--- config.mk ---
export PLATFORM = sky130hd
export DESIGN_NAME = sram_write_demux_flat
export DESIGN_NICKNAME = d
export VERILOG_FILES = /design/src/rtl/sram_write_demux_if.sv /design/src/rtl/sram_write_demux.sv /design/src/flat_wrapper.sv
export SDC_FILE = /design/constraint.sdc
export NUM_CORES = 1
export LEC_CHECK = 0
export BUFFER_PORTS_ARGS = -buffer_cell sky130_fd_sc_hd__buf_4
export CAP_MARGIN = 20
export CELL_PAD_IN_SITES_DETAIL_PLACEMENT = 1
export CELL_PAD_IN_SITES_GLOBAL_PLACEMENT = 1
export CORE_UTILIZATION = 35
export DETAILED_ROUTE_END_ITERATION = 7
export HOLD_SLACK_MARGIN = 0.08
export PLACE_DENSITY = 0.92
export SLEW_MARGIN = 20
export SYNTH_ARGS = -nofsm -noshare
export SYNTH_HDL_FRONTEND = slang
export SYNTH_SLANG_ARGS = --single-unit
--- constraint.sdc ---
create_clock -name clk -period 2.3 [get_ports clk]
set_input_delay 0.345 -clock clk [delete_from_list [all_inputs] [get_ports clk]]
set_output_delay 0.345 -clock clk [all_outputs]
set_load 0.02 [all_outputs]
--- src/rtl/sram_write_demux_if.sv ---
// ---------------------------------------------------------------------------
// sram_write_demux_if
//
// Purpose:
//   Bundles the burst-request, beat-stream and SRAM bank-write signals of the
//   SRAM write demux into a single interface.
//
// Signals:
//   start        : burst request, sampled only while busy = 0
//   base_addr    : burst start byte address (low offset bits ignored)
//   in_valid     : data beat valid
//   in_data      : data beat, byte 0 in bits [7:0]
//   in_last      : final beat of the burst
//   in_num_valid : valid bytes in the last beat, 0 means all bytes
//   in_ready     : demux can accept a beat this cycle
//   busy         : burst in progress
//   done         : one-cycle pulse coinciding with the last bank write
//   bank_we      : one-hot bank write enable
//   bank_row     : row address within the selected bank
//   bank_wdata   : write data, broadcast to all banks
//   bank_be      : byte enables of the write
//   beat_count   : beats written in the current or most recent burst
//
// Handshake:
//   A beat transfers on a rising clk edge where in_valid && in_ready are both
//   high. in_ready never depends combinationally on in_valid. The source may
//   raise or drop in_valid freely, and a beat offered while in_ready = 0 is
//   simply not taken. start is a level that is acted on only while busy = 0.
//
// Modports:
//   master : the burst source (memory controller / bench) side
//   slave  : the demux side
// ---------------------------------------------------------------------------
interface sram_write_demux_if #(
    parameter int NUM_BANKS  = 16,
    parameter int ADDR_W     = 19,
    parameter int BEAT_BYTES = 16,
    parameter int CNT_W      = 16
);
    localparam int OFF_W  = $clog2(BEAT_BYTES);
    localparam int BANK_W = $clog2(NUM_BANKS);
    localparam int ROW_W  = ADDR_W - OFF_W - BANK_W;
    localparam int DATA_W = 8 * BEAT_BYTES;

    // Burst request
    logic                  start;
    logic [ADDR_W-1:0]     base_addr;

    // Beat stream
    logic                  in_valid;
    logic [DATA_W-1:0]     in_data;
    logic                  in_last;
    logic [OFF_W-1:0]      in_num_valid;
    logic                  in_ready;

    // Status
    logic                  busy;
    logic                  done;
    logic [CNT_W-1:0]      beat_count;

    // Bank write port
    logic [NUM_BANKS-1:0]  bank_we;
    logic [ROW_W-1:0]      bank_row;
    logic [DATA_W-1:0]     bank_wdata;
    logic [BEAT_BYTES-1:0] bank_be;

    modport master (
        output start,
        output base_addr,
        output in_valid,
        output in_data,
        output in_last,
        output in_num_valid,
        input  in_ready,
        input  busy,
        input  done,
        input  beat_count,
        input  bank_we,
        input  bank_row,
        input  bank_wdata,
        input  bank_be
    );

    modport slave (
        input  start,
        input  base_addr,
        input  in_valid,
        input  in_data,
        input  in_last,
        input  in_num_valid,
        output in_ready,
        output busy,
        output done,
        output beat_count,
        output bank_we,
        output bank_row,
        output bank_wdata,
        output bank_be
    );
endinterface

--- src/rtl/sram_write_demux.sv ---
// ---------------------------------------------------------------------------
// sram_write_demux
//
// Purpose:
//   Downstream stage of the memory controller. Takes a write-burst start
//   (beat-aligned SRAM byte address), then streams the following data beats
//   into NUM_BANKS word-interleaved SRAM banks, one registered bank write per
//   accepted beat. The last beat may be partial; its byte-enable mask keeps
//   only the low in_num_valid bytes.
//
//   Address split of a byte address:
//     word index = addr[ADDR_W-1:OFF_W]
//     bank       = word index[BANK_W-1:0]
//     row        = word index[WORD_W-1:BANK_W]
//   Consecutive beats therefore walk across the banks first, then rows,
//   wrapping from the last row of the last bank back to row 0 of bank 0.
//
// Ports:
//   clk         : clock
//   rst_n       : asynchronous active-low reset
//   bus         : sram_write_demux_if.slave (burst request, beat stream,
//                 status and bank write port)
//   o_dbg_state : current FSM state (0 = IDLE, 1 = STREAM, 2 = FLUSH)
//
// Timing:
//   start taken in IDLE -> STREAM on the next edge, beats accepted from then.
//   Accepted beat -> bank write visible one cycle later.
//   Last beat accepted -> FLUSH for exactly one cycle with done = 1, which is
//   the cycle the final bank write is on the outputs, then back to IDLE.
// ---------------------------------------------------------------------------
module sram_write_demux #(
    parameter int NUM_BANKS  = 16,
    parameter int ADDR_W     = 19,
    parameter int BEAT_BYTES = 16,
    parameter int CNT_W      = 16
) (
    input  logic                 clk,
    input  logic                 rst_n,
    sram_write_demux_if.slave    bus,
    output logic [1:0]           o_dbg_state
);

    localparam int OFF_W  = $clog2(BEAT_BYTES);
    localparam int BANK_W = $clog2(NUM_BANKS);
    localparam int WORD_W = ADDR_W - OFF_W;
    localparam int ROW_W  = WORD_W - BANK_W;
    localparam int DATA_W = 8 * BEAT_BYTES;

    typedef enum logic [1:0] {
        ST_IDLE   = 2'd0,
        ST_STREAM = 2'd1,
        ST_FLUSH  = 2'd2
    } state_t;

    // -----------------------------------------------------------------------
    // State and registered outputs
    // -----------------------------------------------------------------------
    state_t                r_state;
    logic [WORD_W-1:0]     r_word_ptr;
    logic [CNT_W-1:0]      r_beat_count;
    logic [NUM_BANKS-1:0]  r_bank_we;
    logic [ROW_W-1:0]      r_bank_row;
    logic [DATA_W-1:0]     r_bank_wdata;
    logic [BEAT_BYTES-1:0] r_bank_be;
    logic                  r_done;

    // -----------------------------------------------------------------------
    // Combinational helpers
    // -----------------------------------------------------------------------
    logic                  w_accept;
    logic [BEAT_BYTES-1:0] w_beat_be;
    logic [NUM_BANKS-1:0]  w_bank_onehot;
    logic                  w_unused_base_bits;

    // Beat-aligned bursts: the byte offset inside a beat carries no meaning.
    assign w_unused_base_bits = ^bus.base_addr[OFF_W-1:0];

    // in_ready is a pure decode of the state register, so acceptance never
    // loops back through in_valid.
    assign w_accept = bus.in_valid && (r_state == ST_STREAM);

    assign w_bank_onehot = NUM_BANKS'(1) << r_word_ptr[BANK_W-1:0];

    // Full mask for every beat except a last beat with a non-zero byte count,
    // which keeps only its low in_num_valid bytes.
    always_comb begin
        w_beat_be = '1;
        if (bus.in_last && (bus.in_num_valid != '0)) begin
            for (int b = 0; b < BEAT_BYTES; b++) begin
                w_beat_be[b] = (b < int'(bus.in_num_valid));
            end
        end
    end

    // -----------------------------------------------------------------------
    // FSM with registered bank-write outputs
    // -----------------------------------------------------------------------
    always_ff @(posedge clk or negedge rst_n) begin
        if (!rst_n) begin
            r_state      <= ST_IDLE;
            r_word_ptr   <= '0;
            r_beat_count <= '0;
            r_bank_we    <= '0;
            r_bank_row   <= '0;
            r_bank_wdata <= '0;
            r_bank_be    <= '0;
            r_done       <= 1'b0;
        end else begin
            // Write strobe and done are single-cycle pulses; row, data and
            // byte enables keep their last values between writes.
            r_bank_we <= '0;
            r_done    <= 1'b0;

            case (r_state)
                ST_IDLE: begin
                    // Beats offered here, even alongside start, are dropped.
                    if (bus.start) begin
                        r_word_ptr   <= bus.base_addr[ADDR_W-1:OFF_W];
                        r_beat_count <= '0;
                        r_state      <= ST_STREAM;
                    end
                end

                ST_STREAM: begin
                    // start is ignored while a burst is in progress.
                    if (w_accept) begin
                        r_bank_we    <= w_bank_onehot;
                        r_bank_row   <= r_word_ptr[WORD_W-1:BANK_W];
                        r_bank_wdata <= bus.in_data;
                        r_bank_be    <= w_beat_be;
                        // Wraps naturally across the whole bank/row space.
                        r_word_ptr   <= r_word_ptr + WORD_W'(1);
                        r_beat_count <= r_beat_count + CNT_W'(1);
                        if (bus.in_last) begin
                            r_done  <= 1'b1;
                            r_state <= ST_FLUSH;
                        end
                    end
                end

                ST_FLUSH: begin
                    r_state <= ST_IDLE;
                end

                default: begin
                    r_state <= ST_IDLE;
                end
            endcase
        end
    end

    // -----------------------------------------------------------------------
    // Output drive
    // -----------------------------------------------------------------------
    assign bus.busy       = (r_state != ST_IDLE);
    assign bus.in_ready   = (r_state == ST_STREAM);
    assign bus.done       = r_done;
    assign bus.beat_count = r_beat_count;
    assign bus.bank_we    = r_bank_we;
    assign bus.bank_row   = r_bank_row;
    assign bus.bank_wdata = r_bank_wdata;
    assign bus.bank_be    = r_bank_be;

    assign o_dbg_state    = r_state;

endmodule
--- src/flat_wrapper.sv ---
// flat-port wrapper written by rule: the top's interface ports become plain ports
module sram_write_demux_flat 
#(
    parameter int NUM_BANKS  = 16,
    parameter int ADDR_W     = 19,
    parameter int BEAT_BYTES = 16,
    parameter int CNT_W      = 16
)
  (clk, rst_n, o_dbg_state, bus_start, bus_base_addr, bus_in_valid, bus_in_data, bus_in_last, bus_in_num_valid, bus_in_ready, bus_busy, bus_done, bus_beat_count, bus_bank_we, bus_bank_row, bus_bank_wdata, bus_bank_be);
  sram_write_demux_if #(.NUM_BANKS(NUM_BANKS), .ADDR_W(ADDR_W), .BEAT_BYTES(BEAT_BYTES), .CNT_W(CNT_W)) bus_i ();
  input  logic clk;
  input  logic rst_n;
  output logic [1:0] o_dbg_state;
  input wire logic [$bits(bus_i.start)-1:0] bus_start;
  input wire logic [$bits(bus_i.base_addr)-1:0] bus_base_addr;
  input wire logic [$bits(bus_i.in_valid)-1:0] bus_in_valid;
  input wire logic [$bits(bus_i.in_data)-1:0] bus_in_data;
  input wire logic [$bits(bus_i.in_last)-1:0] bus_in_last;
  input wire logic [$bits(bus_i.in_num_valid)-1:0] bus_in_num_valid;
  output wire logic [$bits(bus_i.in_ready)-1:0] bus_in_ready;
  output wire logic [$bits(bus_i.busy)-1:0] bus_busy;
  output wire logic [$bits(bus_i.done)-1:0] bus_done;
  output wire logic [$bits(bus_i.beat_count)-1:0] bus_beat_count;
  output wire logic [$bits(bus_i.bank_we)-1:0] bus_bank_we;
  output wire logic [$bits(bus_i.bank_row)-1:0] bus_bank_row;
  output wire logic [$bits(bus_i.bank_wdata)-1:0] bus_bank_wdata;
  output wire logic [$bits(bus_i.bank_be)-1:0] bus_bank_be;
  assign bus_i.start = bus_start;
  assign bus_i.base_addr = bus_base_addr;
  assign bus_i.in_valid = bus_in_valid;
  assign bus_i.in_data = bus_in_data;
  assign bus_i.in_last = bus_in_last;
  assign bus_i.in_num_valid = bus_in_num_valid;
  assign bus_in_ready = bus_i.in_ready;
  assign bus_busy = bus_i.busy;
  assign bus_done = bus_i.done;
  assign bus_beat_count = bus_i.beat_count;
  assign bus_bank_we = bus_i.bank_we;
  assign bus_bank_row = bus_i.bank_row;
  assign bus_bank_wdata = bus_i.bank_wdata;
  assign bus_bank_be = bus_i.bank_be;
  sram_write_demux #(.NUM_BANKS(NUM_BANKS), .ADDR_W(ADDR_W), .BEAT_BYTES(BEAT_BYTES), .CNT_W(CNT_W)) u_core (.clk(clk), .rst_n(rst_n), .bus(bus_i), .o_dbg_state(o_dbg_state));
endmodule
==> impl_metrics.json <==
{
  "setup_viol": 0,
  "ant_nets": 0,
  "grt_pass1_vias": 9707,
  "grt_use_total_pct": 29.11,
  "die_h_um": 155.8,
  "fmax_mhz": 513.3,
  "endpoint_kind": "output pin",
  "cts-htree-levels": 1,
  "drv_cap": 0,
  "drv_slew": 0,
  "antenna_found_initial": 2,
  "worst_setup_path_start_kind": "register",
  "crit_path_cell_trace": "buf_4 > nand2b_1 > clkinvlp_4 > buf_4",
  "fin_util_pct": 58.55,
  "final_cells": 1717,
  "critPathMaxFanout": 9,
  "min_from": "bus_base_addr[5]",
  "worst_ep_arrival_time_ns": 1.60,
  "final_design_area_no_fill_mm2": 0.01342,
  "min_period_ns": 1.948,
  "area_growth_syn_to_layout_pct": 62.03,
  "cts_root_buffer": "clkbuf_16",
  "initialDrtViolationCount": 420,
  "die_x_um": 155.8,
  "cp_slowest_cell": "dfrtp_1",
  "finalSetupTns_ns": 0,
  "hp-class": "in -> reg",
  "cts_buffers": 24,
  "place_ws_ns": 0.4434,
  "numClockSinks": 205,
  "synth.top_cells.by_area": "dfrtp_1 62%, nand2_1 20%, nor2_1 2.2%",
  "wl_um": 35710,
  "yosys_warnings": 0,
  "worst-path-buf-inv": 3,
  "synthFlopType": "dfrtp_1",
  "synth_most_common_cell": "nand2_1",
  "powerDensity_mw_per_mm2": 1366,
  "dp_hpwl_um": 20140,
  "power.leakage_nw": 6.972,
  "yosysSeqAreaShare_pct": 61.95,
  "drive_above_1_share_pct": 29.53,
  "io_pins": 348,
  "multi_input_area_mm2": 0.002924,
  "cp.required_ns": 1.96,
  "via_count": 8618,
  "layout_setup_ws_ns": 0.3519,
  "synth_area_mm2": 0.008280,
  "remaining_drc_errors": 0,
  "dpl_cell_area_mm2": 0.01127,
  "wl_per_cell_um": 20.80,
  "vdd.ir_drop.worst_mv": 0.7815,
  "grt_overflow": 0,
  "syn_nets": 1079,
  "grt_pass1_wl_um": 54410,
  "synth_common_cells": "442 x nand2_1, 205 x dfrtp_1, 49 x nor2_1",
  "synth-seq-cells": 205,
  "post-route-period-util_pct": 84.70,
  "syn_inst": 916,
  "core_mm2": 0.02292,
  "crit_path_start": "u_core.o_dbg_state[0]",
  "clk_latency_ns": 0.51,
  "start_util_pct": 36.13,
  "fill_cells": 2573,
  "gp_congestion": 0.7903,
  "fin_nets": 1547,
  "reg2reg_from": "u_core.o_dbg_state[0]",
  "cts_tree": "built",
  "grt_start_max_net_pins": 74,
  "dieArea_mm2": 0.02428,
  "seqCellArea_mm2": 0.005130,
  "clk_pin_slew_worst_paths_ns": 0.06,
  "synth-edff-count": 0,
  "dp_cells": 1542,
  "cts_buffer_depth": 3,
  "port_buffers": 343,
  "vias_per_cell": 5.019,
  "cp_common_cell": "buf_4",
  "synth.largest_area_cell": "dfrtp_1",
  "avgSynthCellArea_um2": 9.040,
  "cp_top_family": "buffers and inverters",
  "ys_async_sr_fraction_pct": 100.0,
  "rsz0062_at_grt": "no",
  "fp-row-count": 55,
  "ys_types": 47,
  "run_status": "complete, no violations",
  "critical_path_class": "reg -> out",
  "drt_pass1_iterations": 5,
  "finalHoldViolations": 0,
  "worst_slew_pin_slew_ns": 0.6141,
  "synth_top_area_share_pct": 61.95,
  "final.setup_skew_ns": 0.008223,
  "slowest_delay_ns": 0.41,
  "slew_headroom_pct": 59.06
}
[power breakdown]
group	switching (mW)	total, mW	internal [mW]
Clock	1.53	4.07	2.54
Combinational	4.93	7.98	3.06
Sequential	1.20	6.27	5.07
[flip-flops by register name (all words and copies together) (netlist names)]
| signal | flops |
|---|---|
| u_core.bus.bank_wdata | 128 |
| u_core.bus.bank_be | 16 |
| u_core.bus.bank_we | 16 |
| u_core.bus.beat_count | 16 |
| u_core.r_word_ptr | 15 |
| u_core.bus.bank_row | 11 |
| u_core.o_dbg_state | 2 |
| u_core.bus.done | 1 |
[repair_timing]
item                                    4_1_cts  5_1_grt
endpoints found under the setup margin        1        1
setup buffers                                 0        2
endpoints found under the hold margin       184        0
hold buffers                                127        0
resized for setup                             1        0
cloned                                        0        0
[tightest hold or removal path, stage by stage]
cell and delay (ns):
buf_4 0.11, nand2_1 0.04, a31oi_1 0.07
[kinds of logic (layout without fill, tap and decap cells)]
logic type | Yosys count | in the layout | share of synthesized area, %
AOI/OAI and AO/OA | 74 | 74 | 5.440
xor gates and xnor gates | 11 | 11 | 1.163
muxes | 1 | 1 | 0.1662
and+or+nand+nor | 559 | 559 | 27.44
other | 0 | 2 | 0
buffers and inverters | 59 | 545 | 2.780
adders and majority gates | 7 | 7 | 1.058
DFF | 205 | 205 | 61.95
[stage by stage]
stage               total power, mW  hold WS (ns)
detailed placement            13.62        0.3796
CTS                           17.97       0.09178
finish                        18.33        0.1051
floorplan                     9.960       0.04941
global route                  19.23        0.1120
global placement              13.19        0.3786
[area by class of cell]
cell class / instances / share of cell area [%]
antenna: 2 / 0.03730
clock buffer: 35 / 5.465
clock inverter: 9 / 0.8953
inverter: 7 / 0.2238
multi-input combinational: 652 / 21.79
sequential: 205 / 38.24
tap: 313 / 2.919
timing repair buffer: 494 / 30.43
[layout by cell type (no fill, tap or decap), types with 3 or more instances in the layout]
master         Yosys  final
clkbuf_16          0     25
xnor2_1            7      7
nand3_1            9      9
and4_1             4      4
and3_1             7      7
clkbuf_1          47      3
nor4_1             4      4
o21ai_0           15     15
a21oi_1           32     32
nor3_1             9      9
nand2b_1           4      4
a2bb2oi_1          3      3
nand4_1            9      9
or3_1              7      7
nor2_1            49     49
xor2_1             4      4
dfrtp_1          205    205
clkbuf_8           0      8
buf_4              0    362
a31oi_1            4      4
nand2_1          442    442
o22ai_1            4      4
dlygate4sd3_1      0    127
clkinv_2           0      6
and2_1             4      4
bufinv_16          0      3
buf_12             0      4
nor3b_1            3      3
ha_1               7      7
inv_1              7      6
[layer usage]
| layer | global-route usage [%] | share of wire, % |
|---|---|---|
| met5 | 0 | 0 |
| met4 | 13.77 | 4.9 |
| met3 | 7.167 | 7.0 |
| met2 | 54.46 | 52 |
| met1 | 30.32 | 36 |
[path summary, 6_finish.rpt]
path                                              to  cells past startpoint  slack (ns)
max                                     bus_in_ready                      4        0.35
min                             u_core.r_word_ptr[1]                      3        0.11
max reg2reg                u_core.bus.beat_count[15]                      4        0.44
min reg2reg                   u_core.bus.bank_row[1]                      2        0.48
max in group asynchronous  u_core.bus.bank_wdata[81]                      3        1.16
min in group asynchronous  u_core.bus.bank_wdata[88]                      2        0.40
Note: power is estimated with default switching activity, not from simulation.
